===== src/rtl/cdud_bcd_n_if.sv =====
// Control/data bundle for the N-digit BCD up/down counter.
// The master drives the synchronous controls and the load data.
// The slave (the counter) returns the count, the carry-out and the illegal-digit flag.
//   cs   : synchronous clear          ld   : synchronous parallel load
//   en   : count enable               cai  : carry-in (cascade input)
//   dnup : 0 = count up, 1 = count down
//   d    : load data, 4 bits per digit, digit 0 least significant
//   q    : count value, same layout as d
//   cao  : combinational carry-out    ill  : combinational, some digit of q > 9
interface cdud_bcd_n_if #(
    parameter int DIGITS = 4
);
    logic                  cs;
    logic                  ld;
    logic                  en;
    logic                  cai;
    logic                  dnup;
    logic [4*DIGITS-1:0]   d;
    logic [4*DIGITS-1:0]   q;
    logic                  cao;
    logic                  ill;

    modport master (
        output cs, ld, en, cai, dnup, d,
        input  q, cao, ill
    );

    modport slave (
        input  cs, ld, en, cai, dnup, d,
        output q, cao, ill
    );
endinterface


===== src/rtl/cdud_bcd_n.sv =====
// Purpose: N-digit cascadable BCD up/down counter with clear, load, enable and carry in/out.
// Latency: q updates one edge after cs/ld/step; async clear immediate; cao/ill combinational.
// Backpressure: none; a step needs en & cai, and any illegal digit freezes counting.
// Ports:
//   i_clk   : clock, rising edge
//   i_rst_n : asynchronous clear, active-low; forces q to zero, masks cao and ill
//   s_bus   : cdud_bcd_n_if.slave (cs, ld, en, cai, dnup, d -> q, cao, ill)
module cdud_bcd_n #(
    parameter int DIGITS = 4,
    parameter int SAT    = 0
) (
    input  logic          i_clk,
    input  logic          i_rst_n,
    cdud_bcd_n_if.slave   s_bus
);
    localparam int W = 4 * DIGITS;

    logic [W-1:0]    r_q;
    logic [W-1:0]    w_q_step;
    // w_all9[k] / w_all0[k]: every digit below k is 9 / 0. Index DIGITS covers the whole word.
    logic [DIGITS:0] w_all9;
    logic [DIGITS:0] w_all0;
    logic            w_ill;
    logic            w_tc;
    logic            w_step;
    logic            w_adv;

    always_comb begin
        w_q_step  = r_q;
        w_all9    = '0;
        w_all0    = '0;
        w_ill     = 1'b0;
        w_all9[0] = 1'b1;
        w_all0[0] = 1'b1;
        for (int k = 0; k < DIGITS; k++) begin
            w_all9[k+1] = w_all9[k] & (r_q[4*k +: 4] == 4'd9);
            w_all0[k+1] = w_all0[k] & (r_q[4*k +: 4] == 4'd0);
            w_ill       = w_ill | (r_q[4*k +: 4] > 4'd9);
            // The whole carry/borrow chain resolves in one cycle.
            if (s_bus.dnup) begin
                if (w_all0[k]) begin
                    w_q_step[4*k +: 4] = (r_q[4*k +: 4] == 4'd0) ? 4'd9
                                                                 : 4'(r_q[4*k +: 4] - 4'd1);
                end
            end else begin
                if (w_all9[k]) begin
                    w_q_step[4*k +: 4] = (r_q[4*k +: 4] == 4'd9) ? 4'd0
                                                                 : 4'(r_q[4*k +: 4] + 4'd1);
                end
            end
        end
        w_tc   = s_bus.dnup ? w_all0[DIGITS] : w_all9[DIGITS];
        w_step = s_bus.en & s_bus.cai & ~w_ill;
        // In saturate mode a step at terminal count leaves the value alone,
        // while cao still reports the terminal count exactly as in wrap mode.
        w_adv  = w_step & ~((SAT != 0) & w_tc);
    end

    always_ff @(posedge i_clk or negedge i_rst_n) begin
        if (!i_rst_n) begin
            r_q <= '0;
        end else if (s_bus.cs) begin
            r_q <= '0;
        end else if (s_bus.ld) begin
            r_q <= s_bus.d;
        end else if (w_adv) begin
            r_q <= w_q_step;
        end
    end

    assign s_bus.q   = r_q;
    // During the async clear q is zero, which is terminal count when counting
    // down; gating with the reset keeps cao low regardless of direction.
    assign s_bus.cao = i_rst_n & w_step & w_tc;
    assign s_bus.ill = i_rst_n & w_ill;
endmodule

===== src/flat_wrapper.sv =====
// flat-port wrapper written by rule: the top's interface ports become plain ports
module cdud_bcd_n_flat 
#(
    parameter int DIGITS = 4,
    parameter int SAT    = 0
)
  (i_clk, i_rst_n, s_bus_cs, s_bus_ld, s_bus_en, s_bus_cai, s_bus_dnup, s_bus_d, s_bus_q, s_bus_cao, s_bus_ill);
  cdud_bcd_n_if #(.DIGITS(DIGITS)) s_bus_i ();
  input  logic i_clk;
  input  logic i_rst_n;
  input wire logic [$bits(s_bus_i.cs)-1:0] s_bus_cs;
  input wire logic [$bits(s_bus_i.ld)-1:0] s_bus_ld;
  input wire logic [$bits(s_bus_i.en)-1:0] s_bus_en;
  input wire logic [$bits(s_bus_i.cai)-1:0] s_bus_cai;
  input wire logic [$bits(s_bus_i.dnup)-1:0] s_bus_dnup;
  input wire logic [$bits(s_bus_i.d)-1:0] s_bus_d;
  output wire logic [$bits(s_bus_i.q)-1:0] s_bus_q;
  output wire logic [$bits(s_bus_i.cao)-1:0] s_bus_cao;
  output wire logic [$bits(s_bus_i.ill)-1:0] s_bus_ill;
  assign s_bus_i.cs = s_bus_cs;
  assign s_bus_i.ld = s_bus_ld;
  assign s_bus_i.en = s_bus_en;
  assign s_bus_i.cai = s_bus_cai;
  assign s_bus_i.dnup = s_bus_dnup;
  assign s_bus_i.d = s_bus_d;
  assign s_bus_q = s_bus_i.q;
  assign s_bus_cao = s_bus_i.cao;
  assign s_bus_ill = s_bus_i.ill;
  cdud_bcd_n #(.DIGITS(DIGITS), .SAT(SAT)) u_core (.i_clk(i_clk), .i_rst_n(i_rst_n), .s_bus(s_bus_i));
endmodule

===== config.mk =====
export PLATFORM = sky130hd
export DESIGN_NAME = cdud_bcd_n_flat
export DESIGN_NICKNAME = d
export VERILOG_FILES = /design/src/rtl/cdud_bcd_n_if.sv /design/src/rtl/cdud_bcd_n.sv /design/src/flat_wrapper.sv
export SDC_FILE = /design/constraint.sdc
export NUM_CORES = 1
export LEC_CHECK = 0
export ABC_AREA = 1
export ABC_CLOCK_PERIOD_IN_PS = 1700
export BUFFER_PORTS_ARGS = -buffer_cell sky130_fd_sc_hd__buf_2
export CORE_MARGIN = 2
export CORE_UTILIZATION = 49
export DETAILED_ROUTE_END_ITERATION = 12
export PLACE_DENSITY = 0.8
export SYNTH_ARGS = -nofsm -noshare
export SYNTH_HDL_FRONTEND = slang
export SYNTH_SLANG_ARGS = --single-unit

===== constraint.sdc =====
create_clock -name i_clk -period 1.7 [get_ports i_clk]
set_input_delay 0.085 -clock i_clk [delete_from_list [all_inputs] [get_ports i_clk]]
set_output_delay 0.085 -clock i_clk [all_outputs]
set_load 0.05 [all_outputs]

== Word level (Yosys, flattened, before mapping) ==
Index checks and enable logic that the tools add are counted.
Word-level totals
  register bits: 16
  bits of input ports: 23
  output and inout bits: 18
  logic and storage cells: 71
Cells by class
  add/subtract/negate cells: 8
  $lt $le $gt $ge: 4
  eq/ne operators: 7
  mux-type cells: 22
  bitwise operators: 15
  reductions and logical operators: 11
Operators by type and width (count)
  4-bit 2-to-1 mux: 18
  16-bit 2-to-1 mux: 3
  4-bit by 1-bit adder with 4-bit output, second input constant: 4
  4-bit == test, second input constant: 4
  4-bit greater-than comparator, second input constant: 4
  4-bit zero test: 4
  4-bit by 1-bit subtractor with 4-bit output, second input constant: 4
  4-bit by 3-bit inequality test with 1-bit output, second input constant: 3
  4-bit nonzero test: 3
  1-bit AND: 11
  3-bit AND reduction: 3
  1-bit OR: 3
  3-bit nonzero test: 1
  1-bit 2-to-1 mux: 1
  1-bit NOT: 1

== Depth between registers and ports, before layout ==
Gate-level depths: netlist of run 1.
  word-level depth: 9
  depth in mapped cells: 12
  gate-level depth less buffers: 11

== Worst setup path before layout of run 1 ==
OpenSTA, ideal clock, no wires.
  path type: flip-flop to output port
  start: reg u_core.r_q[8] (netlist: u_core.s_bus.q[8])
  end: out s_bus_ill
  arrival: 2.593 ns
  required time: 1.615 ns
  path slack: -0.978 ns
  cell stages (with the launch flop): 8
  buffers on the path: 0
  cells stage by stage: dfrtp_1 -> inv_1 -> ha_1 -> nand2_1 -> nand2_1 -> nor2_1 -> nor2_2 -> a21boi_0
On the way
  longest elaborated chain between the ends: 4
Ends and longest elaborated chain
  from (decl): line cdud_bcd_n.sv:18  | logic [W-1:0] r_q;
  from (signal assigned): line cdud_bcd_n.sv:65  | r_q <= s_bus.d;
  from (signal assigned): line cdud_bcd_n.sv:67  | r_q <= w_q_step;
  4-bit greater-than comparator: line cdud_bcd_n.sv:38  | w_ill = w_ill | (r_q[4*k +: 4] > 4'd9);
  1-bit OR (2 in a row): line cdud_bcd_n.sv:38
  1-bit AND: line cdud_bcd_n.sv:75  | assign s_bus.ill = i_rst_n & w_ill;
  to (decl): line flat_wrapper.sv:19  | output wire logic [$bits(s_bus_i.ill)-1:0] s_bus_ill;
No other way between the ends.

== Worst setup path in the final report of run 1 ==
  start: reg u_core.r_q[0] (netlist: u_core.s_bus.q[0])
  end: out s_bus_cao
On the way
  longest elaborated chain between the ends: 8
  elaborated cells on any way between the ends: 17
  classes of those cells: order compare (1); eq/ne (1); mux (1); bitwise (13); reduce/logical (1)
Ends and longest elaborated chain
  4-bit greater-than comparator: line cdud_bcd_n.sv:38
  1-bit OR (3 in a row): line cdud_bcd_n.sv:38
  1-bit NOT: line cdud_bcd_n.sv:53  | w_step = s_bus.en & s_bus.cai & ~w_ill;
  1-bit AND: line cdud_bcd_n.sv:53
  1-bit AND: line cdud_bcd_n.sv:74  | assign s_bus.cao = i_rst_n & w_step & w_tc;
  1-bit AND *: line cdud_bcd_n.sv:74
  to (decl): line flat_wrapper.sv:18  | output wire logic [$bits(s_bus_i.cao)-1:0] s_bus_cao;
Mark *: on every way between the ends. The rest lies on a longest branch, timed or not.

==> results of run 1 <==
-- critical path: cells and delay by family (launching register included) --
family | cells | cell delay, ns
AOI/OAI and AO/OA | 1 | 0.11
adders and majority gates | 1 | 0.16
buffers and inverters | 2 | 0.25
DFF | 1 | 0.45
and+or+nand+nor | 5 | 0.72
-- report_power, final --
group | leakage, nW | switching, mW | internal [mW] | total (mW)
Combinational | 1.18 | 0.956 | 0.599 | 1.56
Clock | 0.0150 | 0.142 | 0.0916 | 0.233
Sequential | 0.191 | 0.0891 | 0.449 | 0.538
-- cells in the mapped netlist (all sizes together) --
master / instances
xor2: 2
a21boi: 1
a21oi: 10
nand2: 79
or2: 2
dfrtp: 16
ha: 12
o21ai: 21
nand4: 5
and3: 1
a211oi: 1
o211ai: 3
inv: 25
buf: 6
clkbuf: 1
nor3: 10
nor2: 48
nand3: 40
-- layout make-up --
| type | count | share of cell area |
|---|---|---|
| Inverter | 25 | 0.03747 |
| Sequential cell | 16 | 0.1503 |
| Tap cell | 46 | 0.02077 |
| Multi-Input combinational cell | 235 | 0.5309 |
| Timing Repair Buffer | 95 | 0.2510 |
| Clock buffer | 4 | 0.009481 |
-- per-stage QoR --
stage,hold WS (ns),instances
2_1_floorplan,-0.2106,283
3_3_place_gp,-0.08613,396
3_5_place_dp,-0.08608,396
4_1_cts,0.1412,413
5_1_grt,0.1950,421
6_report,0.1902,421
-- logic make-up after synthesis --
group	after synthesis
compound gates	36
simple gates	185
xor+xnor	2
buf+inv	32
fa+ha+maj	12
flops	16
-- how the worst max path moves through the flow --
stage | start | to | slack, ns | cells past startpoint
detailed placement | u_core.s_bus.q[1] | s_bus_cao | -0.08 | 9
floorplan | u_core.s_bus.q[1] | u_core.s_bus.q[10] | -0.14 | 12
global placement | u_core.s_bus.q[1] | s_bus_cao | -0.03 | 9
finish | u_core.s_bus.q[0] | s_bus_cao | -0.39 | 9
global route | u_core.s_bus.q[0] | s_bus_cao | -0.44 | 9
CTS | u_core.s_bus.q[1] | s_bus_cao | -0.20 | 10
-- timing repair --
action	CTS	global route
hold endpoints to repair	16	0
pin swaps	12	12
cloned	1	0
hold buffers	1	0
resized for setup	27	31
buffers inserted	11	9
setup endpoints to repair	17	18
-- per-layer routing --
metal / wire, um / vias up / part of all wire
met3: 593 / 48 / 0.082
met1: 2748 / 1130 / 0.38
met5: 0 / - / 0
met4: 334 / 0 / 0.046
met2: 3526 / 187 / 0.49
li1: - / 1115 / -
==> flow_summary.toml, run 1 <==
[synthesis]
syn_nets = 318
synth_top_cell_by_area = "dfrtp_1"
synthAdderAreaFrac = 0.08715
synthCells = 283
syn_area_um2 = 1723
synth-compound-area-share = 0.1118
synth.avg_cell_area_um2 = 6.088
ys_warn_count = 0
synth_xor_area_frac = 0.01017
synthTopCellsByArea = "dfrtp_1, nand2_1, nand3_1"
ys_seq_elements = 16
yosys.area.top_type_share = 0.2324
synth-simple-area-share = 0.4800
synth_top_family_by_area = "simple AND/OR/NAND/NOR gates"
synthMuxAreaShare = 0
synth.distinct_cells = 28
yosysSeqAreaShare = 0.2324

[placed_design]
gp_congestion = 0.9319
hpwl_um = 4045
port_buffers = 40
place_area_um2 = 2352
post-place-ws_ns = -0.08066

[clock_network]
clock_latency_ns = 0.31
cts_root_buffer = "clkbuf_4"
cts_tree = "yes"
clk_pin_slew_ns = 0.11
clockBufferDepth = 2
clkSinkCount = 16
htree_levels = 1
numCtsBuffers = 3

[cells_and_area]
layout_commonest_cell = "nand2_1"
layout.area.seq_um2 = 416.7
fillers = 227
n_antenna_cell = 0
largest_reg_flops = 16
utilization = 0.8240
multi_input_area_um2 = 1471
nNetsFinal = 411
drive_gt1_frac = 0.4880
final_cell_mix = "nand2_1, buf_4, buf_2"
design_area_um2 = 2771
area_growth_pct = 60.86

[die]
die-area_um2 = 4006
placementRows = 21
die_h_um = 63.30
die_w_um = 63.30
start_util = 0.5123
io_pins = 41
core_area_um2 = 3363

[worst_setup_path]
crit_type = "reg -> out"
rr_endpoint = "u_core.s_bus.q[5]"
r2r_cells = 12
required_ns = 1.62
cp_cell_sequence = "inv_2, ha_4, nand3_2, nor2_2, nand2_1, nor3_2, o21ai_2, nor2_4, buf_8"
r2r-start = "u_core.s_bus.q[0]"
cp_max_fo = 4
crit_arrival_ns = 2.00
critPathCaptureType = "output pin"
cp_slowest_cell = "dfrtp_2"
start_kind = "flip-flop"
cpPeakStageDelay_ns = 0.45
r2r_slack_ns = -0.28

[global_route]
grt_usage = 0.3279
grt_pass1_wl_um = 10290
met2_usage = 0.5785
grt-busiest-layer = "met2"
grt_max_degree = 19
grt_util_met1 = 0.3743
grt-ovfl-total = 0
met3_usage = 0.05179
antenna_found_initial = 0
grt_pass1_vias = 2297

[outcome]
violations = "negative setup slack"
run_status = "finished, violations left"

[timing]
maxSlewHeadroom = 0.7028
fin_crit_sh = 1.227
tightest_slew_ns = 0.4454
final.min_clock_period_ns = 2.085
hold_viol = 0
finalClockSkew_ns = 0.01059
setup_viol = 18
max_freq_mhz = 479.6
setup_ws_ns = -0.3851
rsz0062_at_grt = "true"
finalSetupTns_ns = -3.997
maxSlewViolCount = 0

[min_path]
min_path_type = "in -> reg"
hp-start = "s_bus_d[3]"
min_to = "u_core.s_bus.q[3]"
hold_path_depth = 5

[pwr]
power_mw = 2.327
power.density_nw_per_um2 = 839.6
leakage_nw = 1.382
vdd_ir_drop_max_mv = 0.4468

[flow_run]
maxCapViolCount = 0

[drt]
first_iter_violations = 289
vias = 2480
postRouteAntennaNets = 0
vias_per_cell = 5.891
drc = 0
wirelength_um = 7202
firstDrtPassIters = 5
wl_per_cell_um = 17.11
Note: power is estimated with default switching activity, not from simulation.
==> inputs of run 2 (changes only) <==
BUFFER_PORTS_ARGS = -buffer_cell sky130_fd_sc_hd__buf_4   (was -buffer_cell sky130_fd_sc_hd__buf_2)
SETUP_SLACK_MARGIN = 0.05   (was unset)
TNS_END_PERCENT = 10   (was unset)
==> flow_summary.toml, run 2 (same netlist as run 1, synthesis figures left out) <==
[clock_network]
cts_tree = "yes"
htree_levels = 1
numCtsBuffers = 3
clock_latency_ns = 0.30
cts_root_buffer = "clkbuf_4"
clockBufferDepth = 2
clkSinkCount = 16
clk_pin_slew_ns = 0.12

[die]
io_pins = 41
start_util = 0.5123
die_w_um = 63.30
placementRows = 21
die-area_um2 = 4006
core_area_um2 = 3363
die_h_um = 63.30

[min_path]
hp-start = "s_bus_d[3]"
hold_path_depth = 5
min_to = "u_core.s_bus.q[3]"
min_path_type = "in -> reg"

[placed_design]
port_buffers = 40
gp_congestion = 0.9194
post-place-ws_ns = -0.04615
hpwl_um = 3941

[timing]
setup_ws_ns = -0.3208
max_freq_mhz = 494.9
setup_viol = 18
maxSlewViolCount = 0
finalSetupTns_ns = -4.031
hold_viol = 0
maxSlewHeadroom = 0.7090
fin_crit_sh = 1.189
finalClockSkew_ns = 0.008722
tightest_slew_ns = 0.4349
final.min_clock_period_ns = 2.021
rsz0062_at_grt = "true"

[global_route]
grt_pass1_wl_um = 9225
grt_usage = 0.2892
antenna_found_initial = 0
grt-ovfl-total = 0
grt_pass1_vias = 2100
grt_max_degree = 19

[drt]
vias_per_cell = 5.664
first_iter_violations = 296
drc = 0
wirelength_um = 6345
firstDrtPassIters = 6
postRouteAntennaNets = 0
wl_per_cell_um = 15.22
vias = 2362

[cells_and_area]
nNetsFinal = 407
area_growth_pct = 56.43
fillers = 240
drive_gt1_frac = 0.4124
largest_reg_flops = 16
n_antenna_cell = 0
layout_commonest_cell = "buf_4"
final_cell_mix = "buf_4, nand2_1, nor2_1"

[worst_setup_path]
crit_buf_inv = 2
crit_family = "simple AND/OR/NAND/NOR gates"
r2r_slack_ns = -0.26
r2r-start = "u_core.s_bus.q[4]"
cp_max_fo = 4
rr_endpoint = "u_core.s_bus.q[9]"
required_ns = 1.62
crit_arrival_ns = 1.94
cpPeakStageDelay_ns = 0.41
r2r_cells = 15
critPathCaptureType = "output pin"
crit_path_frequent_cell = "nor2_4"
cp_slowest_cell = "dfrtp_2"
cp_cell_sequence = "buf_4, ha_4, nand3_4, nor2_4, nand2_2, nor3_2, o21ai_2, nor2_4, buf_8"
start_kind = "flip-flop"
crit_type = "reg -> out"

[pwr]
p_switching_mw = 1.129
power_mw = 2.286
swShare = 0.4936
leakage_nw = 1.359
internal_power_mw = 1.158
vdd_ir_drop_max_mv = 0.5275
power.density_nw_per_um2 = 848.4
combPwrFrac = 0.663
clockPowerShare = 0.106
seq_power_share = 0.231

[outcome]
run_status = "finished, violations left"
violations = "negative setup slack"

[flow_run]
maxCapViolCount = 0
-- run 2: worst reg2reg max path, stage by stage, from the launching register on --
cell and delay, ns:
dfrtp_2 0.45, inv_2 0.09, ha_4 0.15, buf_6 0.10, nand2_4 0.05, nand2_2 0.06
nor2_2 0.04, nor2_2 0.17, nand3_2 0.11, buf_4 0.15, buf_6 0.12, nand2_8 0.10
buf_12 0.12, nand2_4 0.05, nand2_1 0.07, nand2_1 0.04
-- run 2: power by group through the flow --
stage | Sequential (mW) | Combinational [mW] | Clock (mW)
final | 0.527 | 1.52 | 0.242
after global routing | 0.534 | 1.62 | 0.259
after CTS | 0.515 | 1.38 | 0.243
after detailed placement | 0.523 | 1.27 | 0
after global placement | 0.522 | 1.26 | 0
after floorplan | 0.754 | 0.552 | 0
-- run 2: worst max path at each step --
stage                                 start            endpoint  depth (start not counted)
after floorplan           u_core.s_bus.q[1]  u_core.s_bus.q[10]                         12
after global placement    u_core.s_bus.q[5]           s_bus_cao                          9
after detailed placement  u_core.s_bus.q[5]           s_bus_cao                          9
after CTS                 u_core.s_bus.q[1]           s_bus_cao                          9
after global routing      u_core.s_bus.q[1]           s_bus_cao                          9
final                     u_core.s_bus.q[4]           s_bus_cao                          9
-- run 2: what timing repair did --
action	in CTS	in global routing
buffers inserted	7	5
gates resized for setup	28	15
hold buffers	1	0
endpoints found under the hold margin	16	0
setup endpoints to repair	18	18
pin swaps	11	9
-- run 2: layer usage --
metal / track usage / wire [um] / up-vias
met2: 0.5199 / 3122 / 143
met3: 0.03214 / 565 / 33
met4: 0.1005 / 182 / 0
met1: 0.3567 / 2474 / 1077
met5: 0 / 0 / -
li1: - / - / 1109
-- run 2: layout make-up --
type / count / area [um2] / share of cell area
inverter: 25 / 101.3 / 0.03760
clock buffer: 4 / 26.28 / 0.009749
tap: 46 / 57.56 / 0.02136
multi-input combinational: 235 / 1374 / 0.5098
timing repair buffer: 91 / 724.4 / 0.2688
sequential: 16 / 411.6 / 0.1527
-- run 2: metrics by stage --
stage          instances  instance area (um2)    util  hold slack, ns
5_1_grt              417                 2695  0.8013          0.1804
6_report             417                 2695  0.8013          0.1298
3_3_place_gp         400                 2389  0.7102        -0.03062
4_1_cts              412                 2585  0.7686          0.1278
3_5_place_dp         400                 2389  0.7102        -0.02586
2_1_floorplan        283                 1774       -         -0.2106
==> inputs of run 3 (changes only) <==
ABC_AREA = unset   (was 1)
PLACE_DENSITY = 0.79   (was 0.8)
==> flow_summary.toml, run 3 <==
[outcome]
run_status = "finished, violations left"
violations = "negative setup slack"

[synthesis]
synth.distinct_cells = 65
yosysSeqAreaShare = 0.2210
ys_seq_elements = 16
synth.most_common_cell = "nand2_1"
async_reset_ff_frac = 1.000
syn_nets = 253
synthCells = 218
syn_area_um2 = 1812
yosys-top-cells-count = "nand2_1, inv_1, dfrtp_1"
yosys.area.top_type_share = 0.2210
synthTopCellsByArea = "dfrtp_1, ha_1, nand2_1"
ys_warn_count = 0
synth_edf_count = 0
synth-main-ff-cell = "dfrtp_1"
synth.avg_cell_area_um2 = 8.311
synth_top_cell_by_area = "dfrtp_1"

[cells_and_area]
n_antenna_cell = 0
nNetsFinal = 341
final_cell_mix = "buf_4, nand2_1, a21oi_1"
area_growth_pct = 57.04
layout_commonest_cell = "buf_4"
stdcell_count = 353
drive_gt1_frac = 0.4951
largest_reg_flops = 16

[min_path]
min_path_type = "in -> reg"
hp-start = "s_bus_d[4]"
min_to = "u_core.s_bus.q[4]"
hold_path_depth = 2

[placed_design]
dp_cells = 340
port_buffers = 40
gp_congestion = 0.9125
hpwl_um = 4305

[drt]
drc = 0
wirelength_um = 5985
postRouteAntennaNets = 0
first_iter_violations = 154
vias = 2105
vias_per_cell = 5.963
wl_per_cell_um = 16.95
firstDrtPassIters = 5

[timing]
maxSlewViolCount = 0
hold_slack_ns = 0.06629
setup_ws_ns = -0.4595
finalSetupTns_ns = -3.693
fin_crit_sh = 1.270
max_freq_mhz = 463.1
hold_viol = 0
rsz0062_at_grt = "true"
final.min_clock_period_ns = 2.159
finalClockSkew_ns = 0.007611
setup_viol = 17
tightest_slew_ns = 0.3724
maxSlewHeadroom = 0.7453

[die]
die_w_um = 64.81
die_h_um = 64.81
start_util = 0.5024
placementRows = 22
die-area_um2 = 4200
core_area_um2 = 3606
io_pins = 41

[pwr]
power.density_nw_per_um2 = 632.2
leakage_nw = 1.285
vdd_ir_drop_max_mv = 0.3966

[clock_network]
cts_tree = "yes"
numCtsBuffers = 3
clkSinkCount = 16
cts_root_buffer = "clkbuf_8"
clock_latency_ns = 0.26
htree_levels = 1
clockBufferDepth = 2
clk_pin_slew_ns = 0.06

[worst_setup_path]
cpPeakStageDelay_ns = 0.42
crit_arrival_ns = 2.07
cp_cell_sequence = "inv_4, ha_4, nand3b_1, nor4_4, nand3_1, o41ai_2, and4_4, buf_8"
critPathCaptureType = "output pin"
r2r_cells = 8
required_ns = 1.62
crit_buf_inv = 2
cp_max_fo = 3
rr_endpoint = "u_core.s_bus.q[10]"
crit_type = "reg -> out"
crit_family = "simple AND/OR/NAND/NOR gates"
cp_slowest_cell = "dfrtp_2"
r2r-start = "u_core.s_bus.q[4]"
start_kind = "flip-flop"
r2r_slack_ns = -0.31

[global_route]
grt-busiest-layer = "met2"
met2_usage = 0.5348
grt_max_degree = 20
grt-ovfl-total = 0
antenna_found_initial = 0
grt_usage = 0.3019
grt_pass1_vias = 2055
met3_usage = 0.02604
grt_util_met1 = 0.3919
grt_pass1_wl_um = 9791

[flow_run]
maxCapViolCount = 0
[run 3: logic make-up (layout without fill, tap and decap cells)]
family                   Yosys count  count (layout)  share of synthesized area
flip-flops                        16              16                     0.2210
XOR/XNOR                           5               5                    0.02417
adder cells (fa/ha/maj)           12              12                    0.08287
multiplexers                       7               7                    0.04834
AO/OA/AOI/OAI                     79              79                     0.3391
AND/OR/NAND/NOR                   68              68                     0.2134
buffers and inverters             31             118                    0.07113
[run 3: what timing repair did]
item / in CTS / in global routing
setup buffers: 5 / 3
setup endpoints to repair: 18 / 18
cloned: 0 / 0
pin swaps: 15 / 7
hold endpoints to repair: 16 / 0
hold buffers: 1 / 0
gates resized for setup: 18 / 5
[run 3: cell type report]
class,count,area [um2]
inverters,18,77.57
fillers,257,760.7
repair buffers,96,742.0
well taps,48,60.06
flip-flops and latches,16,416.7
multi-input cells,171,1504
clock buffers,4,45.04
[run 3: how the worst max path moves through the flow]
stage | slack [ns] | startpoint | end | cells after the start
after global routing | -0.53 | u_core.s_bus.q[5] | s_bus_cao | 8
final | -0.46 | u_core.s_bus.q[5] | s_bus_cao | 8
after CTS | -0.39 | u_core.s_bus.q[1] | s_bus_cao | 8
after detailed placement | -0.25 | u_core.s_bus.q[4] | s_bus_cao | 7
after global placement | -0.28 | u_core.s_bus.q[0] | u_core.s_bus.q[0] | 8
after floorplan | -0.30 | u_core.s_bus.q[4] | u_core.s_bus.q[11] | 7
[run 3: metal layers]
layer	up-vias	routed length [um]	share of wire
met2	80	3048	0.51
met4	0	84	0.014
met1	1003	2476	0.41
li1	1013	-	-
met5	-	0	0
met3	9	376	0.063
[run 3: power breakdown]
group	switching, mW	internal, mW	total [mW]
Sequential	0.0536	0.421	0.474
Combinational	0.553	0.460	1.01
Clock	0.144	0.167	0.310
[run 3: metrics by stage]
| stage | total power [mW] | instance area, um2 | setup WS [ns] | utilization |
|---|---|---|---|---|
| finish | 1.799 | 2845 | -0.4595 | 0.7890 |
| detailed placement | 1.406 | 2613 | -0.2499 | 0.7245 |
| floorplan | 1.052 | 1961 | -0.3037 | - |
| CTS | 1.778 | 2796 | -0.3925 | 0.7755 |
| global placement | 1.385 | 2613 | -0.2794 | 0.7245 |
| global route | 1.900 | 2845 | -0.5257 | 0.7890 |
